==> src/rtl/nspi_frame_seq.sv <==
// nspi_frame_seq: sequences one frame of multi-channel SPI words.
// A frame_start in IDLE drops spi_cs_n. For each word the sequencer reads
// the frame buffer (1-cycle read latency), loads the word for every channel
// into data_out, pulses start_tx and waits for a rising edge on tx_finish.
// After the last word it holds chip select for CS_HOLD cycles, then raises
// it and pulses frame_done.
// Ports:
//   clk, rst          clock, asynchronous active-high reset
//   frame_start       frame request, honoured only in IDLE
//   frame_busy        high from frame acceptance until DONE
//   frame_done        one-cycle pulse in the DONE cycle
//   rd_addr/rd_data   frame-buffer read port (data valid 1 cycle after addr)
//   start_tx          one-cycle pulse to the SPI transmitter
//   tx_finish         transmitter end-of-word (pulse or level)
//   data_out          per-channel word, stable from start_tx to next LOAD
//   spi_cs_n          shared active-low chip select
module nspi_frame_seq #(
  parameter int unsigned CHANNEL_NUMBER = 2,
  parameter int unsigned SPI_SIZE       = 8,
  parameter int unsigned FRAME_WORDS    = 384,
  parameter int unsigned ADDR_WIDTH     = $clog2(FRAME_WORDS),
  parameter int unsigned CS_SETUP       = 4,
  parameter int unsigned CS_HOLD        = 4,
  parameter int unsigned WORD_GAP       = 2
) (
  input  logic                                     clk,
  input  logic                                     rst,
  input  logic                                     frame_start,
  output logic                                     frame_busy,
  output logic                                     frame_done,
  output logic [ADDR_WIDTH-1:0]                    rd_addr,
  input  logic [CHANNEL_NUMBER-1:0][SPI_SIZE-1:0]  rd_data,
  output logic                                     start_tx,
  input  logic                                     tx_finish,
  output logic [CHANNEL_NUMBER-1:0][SPI_SIZE-1:0]  data_out,
  output logic                                     spi_cs_n
);

  // Delay counter holds (dwell - 1), so it must reach max(dwell) - 1.
  localparam int unsigned MAX_DLY_A = (CS_SETUP > CS_HOLD) ? CS_SETUP : CS_HOLD;
  localparam int unsigned MAX_DLY   = (MAX_DLY_A > WORD_GAP) ? MAX_DLY_A : WORD_GAP;
  localparam int unsigned CNT_W     = (MAX_DLY > 1) ? $clog2(MAX_DLY) : 1;

  localparam logic [CNT_W-1:0] SETUP_LOAD = CNT_W'((CS_SETUP > 0) ? CS_SETUP - 1 : 0);
  localparam logic [CNT_W-1:0] HOLD_LOAD  = CNT_W'((CS_HOLD  > 0) ? CS_HOLD  - 1 : 0);
  localparam logic [CNT_W-1:0] GAP_LOAD   = CNT_W'((WORD_GAP > 0) ? WORD_GAP - 1 : 0);
  localparam logic [ADDR_WIDTH-1:0] LAST_IDX = ADDR_WIDTH'(FRAME_WORDS - 1);

  typedef enum logic [3:0] {
    IDLE  = 4'd0,
    SETUP = 4'd1,
    FETCH = 4'd2,
    LOAD  = 4'd3,
    START = 4'd4,
    WAIT  = 4'd5,
    GAP   = 4'd6,
    HOLD  = 4'd7,
    DONE  = 4'd8
  } state_t;

  state_t                  state;
  logic [CNT_W-1:0]        dly_cnt;
  logic [ADDR_WIDTH-1:0]   word_idx;
  logic                    tx_prev;
  logic                    tx_rise_c;

  // Edge detect makes a held-high finish count once per word.
  assign tx_rise_c = tx_finish & ~tx_prev;

  // Frame sequencer with registered outputs. rd_addr is set on the way
  // into FETCH and start_tx on the way out of START, which places the
  // start_tx pulse exactly 3 cycles after FETCH entry.
  always_ff @(posedge clk or posedge rst) begin
    if (rst) begin
      state      <= IDLE;
      dly_cnt    <= '0;
      word_idx   <= '0;
      tx_prev    <= 1'b0;
      frame_busy <= 1'b0;
      frame_done <= 1'b0;
      rd_addr    <= '0;
      start_tx   <= 1'b0;
      data_out   <= '0;
      spi_cs_n   <= 1'b1;
    end else begin
      tx_prev    <= tx_finish;
      start_tx   <= 1'b0;
      frame_done <= 1'b0;

      case (state)
        IDLE: begin
          if (frame_start) begin
            frame_busy <= 1'b1;
            spi_cs_n   <= 1'b0;
            word_idx   <= '0;
            if (CS_SETUP > 0) begin
              state   <= SETUP;
              dly_cnt <= SETUP_LOAD;
            end else begin
              state   <= FETCH;
              rd_addr <= '0;
            end
          end
        end

        SETUP: begin
          if (dly_cnt == '0) begin
            state   <= FETCH;
            rd_addr <= word_idx;
          end else begin
            dly_cnt <= dly_cnt - CNT_W'(1);
          end
        end

        FETCH: state <= LOAD;

        LOAD: begin
          data_out <= rd_data;
          state    <= START;
        end

        START: begin
          start_tx <= 1'b1;
          state    <= WAIT;
        end

        WAIT: begin
          if (tx_rise_c) begin
            if (word_idx == LAST_IDX) begin
              if (CS_HOLD > 0) begin
                state   <= HOLD;
                dly_cnt <= HOLD_LOAD;
              end else begin
                state      <= DONE;
                spi_cs_n   <= 1'b1;
                frame_done <= 1'b1;
                frame_busy <= 1'b0;
              end
            end else begin
              word_idx <= word_idx + ADDR_WIDTH'(1);
              if (WORD_GAP > 0) begin
                state   <= GAP;
                dly_cnt <= GAP_LOAD;
              end else begin
                state   <= FETCH;
                rd_addr <= word_idx + ADDR_WIDTH'(1);
              end
            end
          end
        end

        GAP: begin
          if (dly_cnt == '0) begin
            state   <= FETCH;
            rd_addr <= word_idx;
          end else begin
            dly_cnt <= dly_cnt - CNT_W'(1);
          end
        end

        HOLD: begin
          if (dly_cnt == '0) begin
            state      <= DONE;
            spi_cs_n   <= 1'b1;
            frame_done <= 1'b1;
            frame_busy <= 1'b0;
          end else begin
            dly_cnt <= dly_cnt - CNT_W'(1);
          end
        end

        // frame_start is not sampled here, so a request coincident with
        // frame_done is dropped.
        DONE: state <= IDLE;

        default: state <= IDLE;
      endcase
    end
  end

endmodule

==> config.mk <==
export PLATFORM = sky130hd
export DESIGN_NAME = nspi_frame_seq
export DESIGN_NICKNAME = d
export VERILOG_FILES = /design/src/rtl/nspi_frame_seq.sv
export SDC_FILE = /design/constraint.sdc
export NUM_CORES = 1
export LEC_CHECK = 0
export ABC_CLOCK_PERIOD_IN_PS = 1700
export CORE_MARGIN = 8
export CORE_UTILIZATION = 45
export DETAILED_ROUTE_END_ITERATION = 16
export HOLD_SLACK_MARGIN = 0.12
export PLACE_DENSITY = 0.76
export SLEW_MARGIN = 20
export SYNTH_ARGS = -nofsm -noshare
export SYNTH_HDL_FRONTEND = slang
export SYNTH_SLANG_ARGS = --single-unit
==> constraint.sdc <==
create_clock -name clk -period 1.7 [get_ports clk]
set_input_delay 0.17 -clock clk [delete_from_list [all_inputs] [get_ports clk]]
set_output_delay 0.17 -clock clk [all_outputs]
set_load 0.01 [all_outputs]
==> impl_metrics.env <==
export IMPL_top_layer="met4"
export IMPL_via_count=1771
export IMPL_yosysWarnings=0
export IMPL_p_switching_uw=1590
export IMPL_synthCells=184
export IMPL_start_util_pct=46.3
export IMPL_cts_tree="built"
export IMPL_gr_total_overflow=0
export IMPL_p_int_uw=2950
export IMPL_syn_area_per_cell_um2=11.8
export IMPL_cts_resized_gates=0
export IMPL_cts_setup_buffers=0
export IMPL_hold_path_class="in2async"
export IMPL_path_buf_inv=1
export IMPL_pwr_share_clk_pct=14.9
export IMPL_gr_usage_all_layers_pct=14.5
export IMPL_final_hold_viol_count=0
export IMPL_clockBufferDepth=2
export IMPL_cp_end_kind="flop"
export IMPL_rr_endpoint="rd_addr[3]"
export IMPL_coreArea_mm2=0.00469
export IMPL_drc=0
export IMPL_seqPwrFrac_pct=35.5
export IMPL_power_density_mw_per_mm2=1520
export IMPL_ys_seq_elements=45
export IMPL_clock_latency_ps=300
export IMPL_dp_hpwl_um=3750
export IMPL_setup_violations=0
export IMPL_routed_wl_met3_um=481
export IMPL_finalCritPeriodShare_pct=98.7
export IMPL_wl_met2_um=2280
export IMPL_crit_type="reg2reg"
export IMPL_startpoint="state[1]"
export IMPL_cts_sinks=45
export IMPL_clkTransAtPathRegs_ps=90
export IMPL_dpl_cell_area_mm2=0.00288
export IMPL_slew_headroom_pct=73.9
export IMPL_drt_wl_total_um=5170
export IMPL_layout_drive_gt1_share_pct=23.5
export IMPL_met1_length_um=2340
export IMPL_synthFlopType="dfrtp_1"
export IMPL_die_x_um=85.5
export IMPL_worstPathArrival_ps=1870
export IMPL_leakagePower_uw=0.00131
export IMPL_synth_edff_count=0
export IMPL_async_flop_share_pct=100
export IMPL_io_pins=49
export IMPL_dp_cells=301
export IMPL_drv_slew=0
export IMPL_cpLargestDelayFamily="simple AND/OR/NAND/NOR gates"
export IMPL_final_cell_mix="48 x clkdlybuf4s50_1, 43 x dfrtp_1, 22 x buf_4, 10 x nand2_1, 10 x mux2_1"
export IMPL_cpPeakStageDelay_ps=440
export IMPL_io_buffers=48
export IMPL_worstPathRequired_ps=1890
export IMPL_worstPathCellList="or3b_4 -> o21ai_2 -> and3b_2 -> buf_12 -> mux2_4"
export IMPL_ff2ff_setup_slack_ps=20
export IMPL_dieArea_mm2=0.00730
export IMPL_first_pass_iters=4
export IMPL_ant_nets=0
export IMPL_htreeDepth=2
export IMPL_pre_cts_ws_ps=20.2
export IMPL_r2r_start="state[1]"
export IMPL_grt_pass1_wl_um=8580
export IMPL_postLayoutCellArea_mm2=0.00299
export IMPL_outcome="finished, final reports clean"
export IMPL_final_common_cell="clkdlybuf4s50_1"
export IMPL_fp_dieH_um=85.5
export IMPL_antennaDiodeCount=0
export IMPL_period_needed_ps=1680
export IMPL_syn_cell_area_mm2=0.00217
export IMPL_cpMaxStageDelayCell="or3b_4"
export IMPL_syn_nets=206
export IMPL_cap_violations=0
export IMPL_utilization_pct=63.8
export IMPL_numCtsBuffers=5
export IMPL_crit_path_start_kind="flop"
export IMPL_finalClockSkew_ps=7.04
export IMPL_via_per_inst=5.73
export IMPL_cts_hold_buf=0
export IMPL_root_buffer="clkbuf_8"
export IMPL_tightest_slew_ps=391
export IMPL_p_sw_share_pct=35.1
export IMPL_p_comb_share_pct=49.6
export IMPL_drtIter0Drc=101
export IMPL_hold_slack_ps=163
export IMPL_grt_pass1_vias=1809
export IMPL_rr_worst_depth=5
export IMPL_ir_worst_vdd_mv=0.734
export IMPL_globalplace_congestion=0.914
export IMPL_antenna_found_initial=0
export IMPL_synth_seq_area_share_pct=51.9
export IMPL_path_max_fanout=9
export IMPL_yosys_cell_types_count=50
export IMPL_layout_cells_non_filler=309
export IMPL_finalWorstSetupSlack_ps=22.4
export IMPL_max_freq_mhz=596
export IMPL_syn2layout_area_growth_pct=37.9
export IMPL_rows=25
export IMPL_grt_max_degree=30
export IMPL_wl_per_cell_um=16.7
export IMPL_nets=276
[per-stage QoR]
step	total power, uW	TNS [ps]
2_1_floorplan	2860	0
3_3_place_gp	3770	0
3_5_place_dp	3830	0
4_1_cts	4510	0
5_1_grt	4820	-23.4
6_report	4540	0
[power groups by stage]
stage / sequential (uW) / combinational [uW] / clock, uW
after floorplan: 1760 / 1100 / 0
after global placement: 1620 / 2160 / 0
after detailed placement: 1640 / 2200 / 0
after CTS: 1610 / 2200 / 693
after global routing: 1650 / 2440 / 725
final: 1610 / 2250 / 675
[cell usage after synthesis (all sizes together) (2+ instances only)]
cell / n / area, um2
a211oi: 3 / 22.5
a21o: 3 / 22.5
a21oi: 6 / 30.0
a31oi: 9 / 56.3
a41oi: 2 / 17.5
buf: 9 / 58.8
dfrtp: 44 / 1100
ha: 2 / 25.0
inv: 6 / 22.5
mux2: 25 / 315
mux2i: 3 / 30.0
nand2: 10 / 37.5
nand2b: 2 / 12.5
nand3: 6 / 30.0
nand4: 3 / 18.8
nor2: 9 / 33.8
nor2b: 2 / 12.5
nor3: 5 / 36.3
nor3b: 2 / 15.0
o211a: 2 / 20.0
o21ai: 9 / 52.6
o31ai: 2 / 15.0
[layer usage]
metal  up-vias  GRT usage, %
met5         -             0
met4         0          5.89
met1       855          18.6
li1        827             -
met3         6          4.92
met2        83          21.8
[flip-flops by register name, indices dropped and copies added (netlist names)]
name        cells
dly_cnt         2
frame_busy      1
state           4
frame_done      1
data_out       16
rd_addr         9
word_idx        9
tx_prev         1
start_tx        1
spi_cs_n        1
[how the worst max path moves through the flow]
stage          cells after the start  slack (ps)     endpoint
2_1_floorplan                      5          80   rd_addr[0]
3_3_place_gp                       5          50   dly_cnt[0]
3_5_place_dp                       5          20   rd_addr[3]
4_1_cts                            5           4   rd_addr[3]
5_1_grt                            5         -20  word_idx[7]
6_report                           5          20   rd_addr[3]
[worst reg2reg max path, stage by stage, from the launching register on]
cell	delay (ps)
dfrtp_1	420
or3b_4	440
o21ai_2	60
and3b_2	220
buf_12	140
mux2_4	300
[kinds of logic after synthesis]
group                      after synthesis  share of synthesized area, %
and+or+nand+nor                         49                          13.1
DFF                                     45                          51.9
AOI/OAI and AO/OA                       44                          14.0
muxes                                   28                          15.9
buffers and inverters                   16                          3.92
adders and majority gates                2                          1.15
[cell type report]
class,instances,area (um2)
clock buffer,5,68.8
tap,54,67.6
sequential,45,1130
multi-input combinational,123,980
inverter,6,22.5
fill,373,1700
timing repair buffer,73,706
clock inverter,3,21.3
(Power assumes the default switching activity.)
